File: src/rtl/turn_sequencer_pkg.sv
// Shared game package: FSM state encoding, player-index width and the
// turn-advance helper. Also imported by check_win.
package turn_sequencer_pkg;

  localparam int PLAYER_W = 2;
  localparam int TIMER_W  = 8;
  localparam int STREAK_W = 3;

  localparam logic [STREAK_W-1:0] STREAK_MAX = '1;

  typedef enum logic [2:0] {
    IDLE,
    WAIT_FLIP,
    CHECK,
    PASS,
    DONE
  } state_t;

  // Next player, wrapping at num_players rather than at 2**PLAYER_W.
  function automatic logic [PLAYER_W-1:0] next_player(
    input logic [PLAYER_W-1:0] cur,
    input int                  num_players
  );
    if (cur == PLAYER_W'(num_players - 1))
      return '0;
    else
      return cur + PLAYER_W'(1);
  endfunction

endpackage

File: src/rtl/turn_sequencer_timer.sv
// turn_timer: per-turn flip timer.
//   clk     sole clock
//   rst     asynchronous active-low reset
//   clear   zero the count (wins over enable)
//   enable  count up by one this cycle
//   tc      high while the count equals TERMINAL-1
module turn_timer
  import turn_sequencer_pkg::*;
#(
  parameter int TERMINAL = 16
) (
  input  logic clk,
  input  logic rst,
  input  logic clear,
  input  logic enable,
  output logic tc
);

  logic [TIMER_W-1:0] count;

  always_ff @(posedge clk or negedge rst) begin
    if (!rst)
      count <= '0;
    else if (clear)
      count <= '0;
    else if (enable)
      count <= count + TIMER_W'(1);
  end

  assign tc = (count == TIMER_W'(TERMINAL - 1));

endmodule

File: src/rtl/turn_sequencer.sv
// turn_sequencer: turn control for a card-matching game.
//   clk         sole clock
//   rst         asynchronous active-low reset
//   start       pulse: begin a game (honored in IDLE and DONE only)
//   flip_valid  pulse: current player flipped a card
//   flip_match  qualifies flip_valid: card matches the target tile
//   W           win flag from check_win for the current player
//   T           current player index
//   B           one-cycle advance pulse to check_win
//   flip_ready  high while a flip is accepted
//   game_over   high from win detection until the next start
//   winner      winning player, valid while game_over is high
//   streak      consecutive matches this turn, saturating at 7
//
// state     | meaning
// ----------+-----------------------------------------------
// IDLE      | after reset, waiting for start
// WAIT_FLIP | current player may flip; timer running
// CHECK     | B high; W sampled at the end of this cycle
// PASS      | turn moves to the next player
// DONE      | game won; outputs hold until start
module turn_sequencer
  import turn_sequencer_pkg::*;
#(
  parameter int NUM_PLAYERS  = 4,
  parameter int FLIP_TIMEOUT = 16
) (
  input  logic                clk,
  input  logic                rst,
  input  logic                start,
  input  logic                flip_valid,
  input  logic                flip_match,
  input  logic                W,
  output logic [PLAYER_W-1:0] T,
  output logic                B,
  output logic                flip_ready,
  output logic                game_over,
  output logic [PLAYER_W-1:0] winner,
  output logic [STREAK_W-1:0] streak
);

  state_t              state_q, state_d;
  logic [PLAYER_W-1:0] t_q, t_d;
  logic [PLAYER_W-1:0] winner_q, winner_d;
  logic [STREAK_W-1:0] streak_q, streak_d;
  logic                over_q, over_d;
  logic                timer_tc;
  logic                in_wait;

  assign in_wait = (state_q == WAIT_FLIP);

  // The timer only runs in WAIT_FLIP and is zero on every entry to it;
  // any flip restarts it so a turn kept by matching gets a fresh budget.
  turn_timer #(
    .TERMINAL (FLIP_TIMEOUT)
  ) u_timer (
    .clk    (clk),
    .rst    (rst),
    .clear  (!in_wait || flip_valid),
    .enable (in_wait),
    .tc     (timer_tc)
  );

  always_ff @(posedge clk or negedge rst) begin
    if (!rst) begin
      state_q  <= IDLE;
      t_q      <= '0;
      winner_q <= '0;
      streak_q <= '0;
      over_q   <= 1'b0;
    end else begin
      state_q  <= state_d;
      t_q      <= t_d;
      winner_q <= winner_d;
      streak_q <= streak_d;
      over_q   <= over_d;
    end
  end

  always_comb begin
    state_d  = state_q;
    t_d      = t_q;
    winner_d = winner_q;
    streak_d = streak_q;
    over_d   = over_q;
    case (state_q)
      IDLE, DONE: begin
        if (start) begin
          t_d      = '0;
          streak_d = '0;
          over_d   = 1'b0;
          state_d  = WAIT_FLIP;
        end
      end
      WAIT_FLIP: begin
        // A flip landing on the timeout cycle takes priority.
        if (flip_valid) begin
          if (flip_match) begin
            streak_d = (streak_q == STREAK_MAX) ? STREAK_MAX
                                                : streak_q + STREAK_W'(1);
            state_d  = CHECK;
          end else begin
            state_d  = PASS;
          end
        end else if (timer_tc) begin
          state_d = PASS;
        end
      end
      CHECK: begin
        if (W) begin
          winner_d = t_q;
          over_d   = 1'b1;
          state_d  = DONE;
        end else begin
          state_d  = WAIT_FLIP;
        end
      end
      PASS: begin
        t_d      = next_player(t_q, NUM_PLAYERS);
        streak_d = '0;
        state_d  = WAIT_FLIP;
      end
      default: state_d = IDLE;
    endcase
  end

  // B is decoded from CHECK, which is always a single-cycle state,
  // so it can never be high two cycles running and drops with reset.
  assign B          = (state_q == CHECK);
  assign flip_ready = in_wait;
  assign T          = t_q;
  assign winner     = winner_q;
  assign streak     = streak_q;
  assign game_over  = over_q;

endmodule

File: config.mk
export PLATFORM = sky130hd
export DESIGN_NAME = turn_sequencer
export DESIGN_NICKNAME = d
export VERILOG_FILES = /design/src/rtl/turn_sequencer_pkg.sv /design/src/rtl/turn_sequencer_timer.sv /design/src/rtl/turn_sequencer.sv
export SDC_FILE = /design/constraint.sdc
export NUM_CORES = 1
export LEC_CHECK = 0
export ABC_AREA = 1
export BUFFER_PORTS_ARGS = -buffer_cell sky130_fd_sc_hd__clkbuf_2
export CORE_ASPECT_RATIO = 1.1
export CORE_MARGIN = 2
export CORE_UTILIZATION = 50
export CTS_CLUSTER_SIZE = 28
export DETAILED_ROUTE_END_ITERATION = 6
export PLACE_DENSITY = 0.78
export SETUP_SLACK_MARGIN = 0.3
export SLEW_MARGIN = 20
export SYNTH_ARGS = -nofsm -noshare
export SYNTH_HDL_FRONTEND = slang
export SYNTH_HIERARCHICAL = 1
export SYNTH_SLANG_ARGS = --single-unit
File: constraint.sdc
create_clock -name clk -period 1.65 [get_ports clk]
set_clock_uncertainty 0.05 [all_clocks]
set_input_delay 0.4125 -clock clk [delete_from_list [all_inputs] [get_ports clk]]
set_output_delay 0.4125 -clock clk [all_outputs]
set_load 0.01 [all_outputs]
# Word level (Yosys, flattened, before mapping)
# Index checks and enable logic that the tools add are counted.
op_classes:
  eq_ne: 12
  mux: 19
  n_addsub: 3
  reduce_logical: 13
op_table:
  columns: ["cell", "count"]
  rows:
  - ["$mux W3", 8]
  - ["$mux W8", 2]
  - ["$pmux W3 S4", 1]
  - ["$pmux W3 S3", 1]
  - ["$add A8 B1 Y8 const B", 1]
  - ["$eq A8 B4 Y1 const B", 1]
  - ["$eq A3 B2 Y1 const B", 2]
  - ["$eq A3 B3 Y1 const B", 2]
  - ["$ne A2 B2 Y1 const B", 3]
  - ["$reduce_and A2 Y1", 3]
  - ["$reduce_bool A2 Y1", 3]
  - ["$mux W2", 2]
  - ["$pmux W2 S2", 1]
  - ["$reduce_and A4 Y1", 1]
  - ["$add A3 B1 Y3 const B", 1]
  - ["$eq A3 B1 Y1 const B", 1]
  - ["$logic_not A3 Y1", 1]
  - ["$mux W1", 3]
  - ["$ne A3 B3 Y1 const B", 1]
  - ["$reduce_and A3 Y1", 1]
  - ["$reduce_bool A3 Y1", 1]
  - ["$add A2 B1 Y2 const B", 1]
  - ["$eq A2 B2 Y1 const B", 1]
  - ["$ne A2 B1 Y1 const B", 1]
  - ["other kinds (4)", 4]
totals:
  regBits: 19

# Longest topological paths before layout
logic_depth:
  word_depth: 5
  depth_mapped: 9
  mapped_depth_nobuf: 9

# By module
# Netlist, hierarchy kept.
by_module_without_submodules:
  columns: ["mod", "instances", "area_per_inst_um2", "cells_per_inst"]
  rows:
  - ["turn_sequencer", 1, 589.3, 74]
  - ["turn_timer", 1, 456.7, 61]

# Worst setup path before layout
# No wires, ideal clock.
synth_path:
  path_kind: "register -> register"
  startpoint: "register u_timer.count[1]"
  endpoint: "register state_q[2]"
  setup_time_ns: 0.117
  stages_incl_launch_ff: 9
  arrival_time_ns: 1.207
  path_slack_ns: 0.276
  n_path_buf: 0
  period_less_slack_ns: 1.374
  path_cell_list: "dfrtp_1 > ha_1 > nand3_1 > nor4_1 > inv_1 > nand3_1 > nand2_1 > nand2_1 > nand2_1"
synth_between:
  elab_chain_len: 3
synth_rtl:
  columns: ["element", "line", "source"]
  rows:
  - ["start: declaration", "turn_sequencer_timer.sv:19", "logic [TIMER_W-1:0] count;"]
  - ["start signal: assignment", "turn_sequencer_timer.sv:27", "count <= count + TIMER_W'(1);"]
  - ["$eq A8 B4 Y1", "turn_sequencer_timer.sv:30", "assign tc = (count == TIMER_W'(TERMINAL - 1));"]
  - ["named net timer_tc", "turn_sequencer.sv:47", "logic timer_tc;"]
  - ["$ne A3 B3 Y1 (no line)", null, null]
  - ["$reduce_and A2 Y1 (no line)", null, null]
  - ["end signal: assignment", "turn_sequencer.sv:72", "state_q <= state_d;"]
  - ["end: declaration", "turn_sequencer.sv:42", "state_t state_q, state_d;"]
# The timed path passes the listed nets, and every way through them passes these cells.
# A chain may end at the register's enable or synchronous reset.

# Worst setup path after layout
layout_path:
  startpoint: "register state_q[2]"
  endpoint: "output B"
layout_between:
  elab_chain_len: 1
layout_rtl:
  columns: ["element", "line", "source"]
  rows:
  - ["$eq A3 B2 Y1", "turn_sequencer.sv:129", "assign B = (state_q == CHECK);"]
  - ["end: declaration", "turn_sequencer.sv:35", "output logic B,"]
# No other way between the ends.

==> flow_summary.toml <==
[grt]
grt_overflow = 0
grt_use_total_pct = 21.6
grt_pass1_wl_mm = 3.82
grt_max_degree = 20
antenna_found_initial = 0
grt_pass1_vias = 930

[clocking]
numCtsBuffers = 3
clock_sinks = 19
cts_root_buf = "clkbuf_4"
cts_buffer_depth = 2
cts_tree = "yes"
h-tree-depth = 1
cts.clk_slew.worst_paths_ps = 110
clk_latency_ps = 290

[timing]
rsz0062_at_grt = "true"
finalSetupTns_ps = 0
fin_ws_ps = 3.32
fmax_mhz = 607
worst_pin_slew_ps = 465
slew_headroom_pct = 69.0
period_minus_slack_ps = 1650
drv_slew = 0
finalCritPeriodShare_pct = 99.8
finalSetupViolations = 0
hold_viol_final = 11
hold_ws_ps = -1.45

[synthesis]
synth-seq-cells = 19
synth_edf_count = 0
syn_nets = 144
async_reset_ff_share_pct = 100
synth_common_cells = "35 x nand2_1, 19 x dfrtp_1, 16 x nor2_1"
avgSynthCellArea_sq_um = 7.75
synth.cell_area_sq_um = 1050
ys_seq_area_share_pct = 45.5
synth.most_common_cell = "nand2_1"
synth_largest_area_cell = "dfrtp_1"
synth_top_cell_area_share_pct = 45.5
syn_inst = 135
synth_ff_type = "dfrtp_1"
synth_cell_types = 23
ys.warnings.count = 6
ys_top_cells_by_area = "dfrtp_1 45%, nand2_1 13%, nand3_1 6.7%"

[cells_and_area]
layout-drive-gt1-share_pct = 46.9
final_util_pct = 75.0
antennaDiodeCount = 0
fin_cells = 205
fin_nets = 187
seqCellArea_sq_um = 480
syn_to_final_growth_pct = 43.4
fill_cells = 162
multi_input_area_sq_um = 611

[placement]
portBuffers = 15
preCtsSetupSlack_ps = 135
routabilityCongestion = 0.849
dp_cells = 178
hpwl_mm = 1.44

[floorplan]
dieArea_sq_um = 2470
coreArea_sq_um = 2000
rows = 17
start_util_pct = 52.3
num_io_pins = 16
die_w_um = 47.6
die_h_um = 52.0

[setup_path]
startpoint_type = "flip-flop"
required_ps = 1190
cp_max_fo = 4
crit_type = "reg2out"
worstSetupEndpointType = "primary output"
cp.arrival_ps = 1180

[routing]
drc = 0
wl_mm = 2.49
vias = 1055
drt_first_pass_iters = 4
drtIter0Drc = 13
wl_per_cell_um = 12.1
ant_nets = 0
viasPerCell = 5.15

[worst_hold_path]
hold_path.class = "in2async"

[power_and_ir_drop]
p_leak_nw = 0.759
ir_drop_mv = 1.22
p_per_area_nw_per_um2 = 1630

[outcome]
violations = "negative hold slack"
status = "finished, violations left"

[job]
max_cap_viol_count = 0
[cells in the final DEF (no fill, tap or decap), drive strengths merged]
cell,count
nor2,23
nand2,38
o21ai,9
clkbuf,14
nand3,15
buf,27
clkinv,1
o21bai,1
ha,3
o31ai,1
nor3,1
nand4,1
or2,1
inv,18
dfrtp,19
nor4,1
a21oi,4
[per-layer routing]
layer  wire [um]  part of all wire [%]  GRT usage (%)  up-vias
li1            -                     -              -      511
met1         978                    39           26.5      513
met2        1390                    56           36.9       25
met3          73                   2.9           3.13        6
met4          46                   1.8           8.11        0
met5           0                     0              0        -
[power by group]
part           internal [W]  total [W]  switching (W)  leakage, nW
Clock             0.0000902   0.000226       0.000135       0.0177
Combinational      0.000739    0.00153       0.000789        0.493
Sequential         0.000585   0.000688       0.000103        0.249
Total               0.00141    0.00244        0.00103        0.759
[cell type report]
cell class | instances | area share, %
clock inverters | 1 | 0.334
clock buffers | 3 | 1.50
well taps | 28 | 2.34
flip-flops and latches | 19 | 32.0
inverters | 18 | 4.84
repair buffers | 38 | 18.3
multi-input cells | 98 | 40.7
[cells by family after synthesis]
kind of cell	share of synthesized area [%]
compound gates	8.02
fa+ha+maj	3.59
buf+inv	6.70
flops	45.5
simple gates	36.2
[critical path, stage by stage, from the launching register on]
cell	delay (ps)
dfrtp_2	460
buf_4	160
nor3_4	120
buf_2	160
[sequential cells by signal, summed over array words and instances, names as in the netlist]
signal         flops
u_timer/count      8
state_q            3
streak             3
T                  2
winner             2
game_over          1
[worst paths after layout]
path | depth (start not counted) | from | to | slack [ps]
max | 3 | state_q[2] | B | 3
min | 1 | rst | u_timer/count[6] | -1
max reg2reg | 13 | state_q[2] | u_timer/count[5] | 20
min reg2reg | 2 | winner[0] | winner[0] | 450
max in group asynchronous | 1 | rst | u_timer/count[1] | 1200
min in group clk | 2 | start | game_over | 270
[repair_timing]
action	in CTS	in global routing
setup buffers	13	10
pin swaps	8	12
gates resized for setup	20	25
cloned	0	0
endpoints found under the setup margin	13	20
hold buffers	0	0
[through the flow]
stage | area (sq um) | power, W
after floorplan | 1050 | 0.00127
after global placement | 1160 | 0.00147
after detailed placement | 1160 | 0.00150
after CTS | 1350 | 0.00212
after global routing | 1500 | 0.00266
final | 1500 | 0.00244
Power figures use the tool's default switching activity.
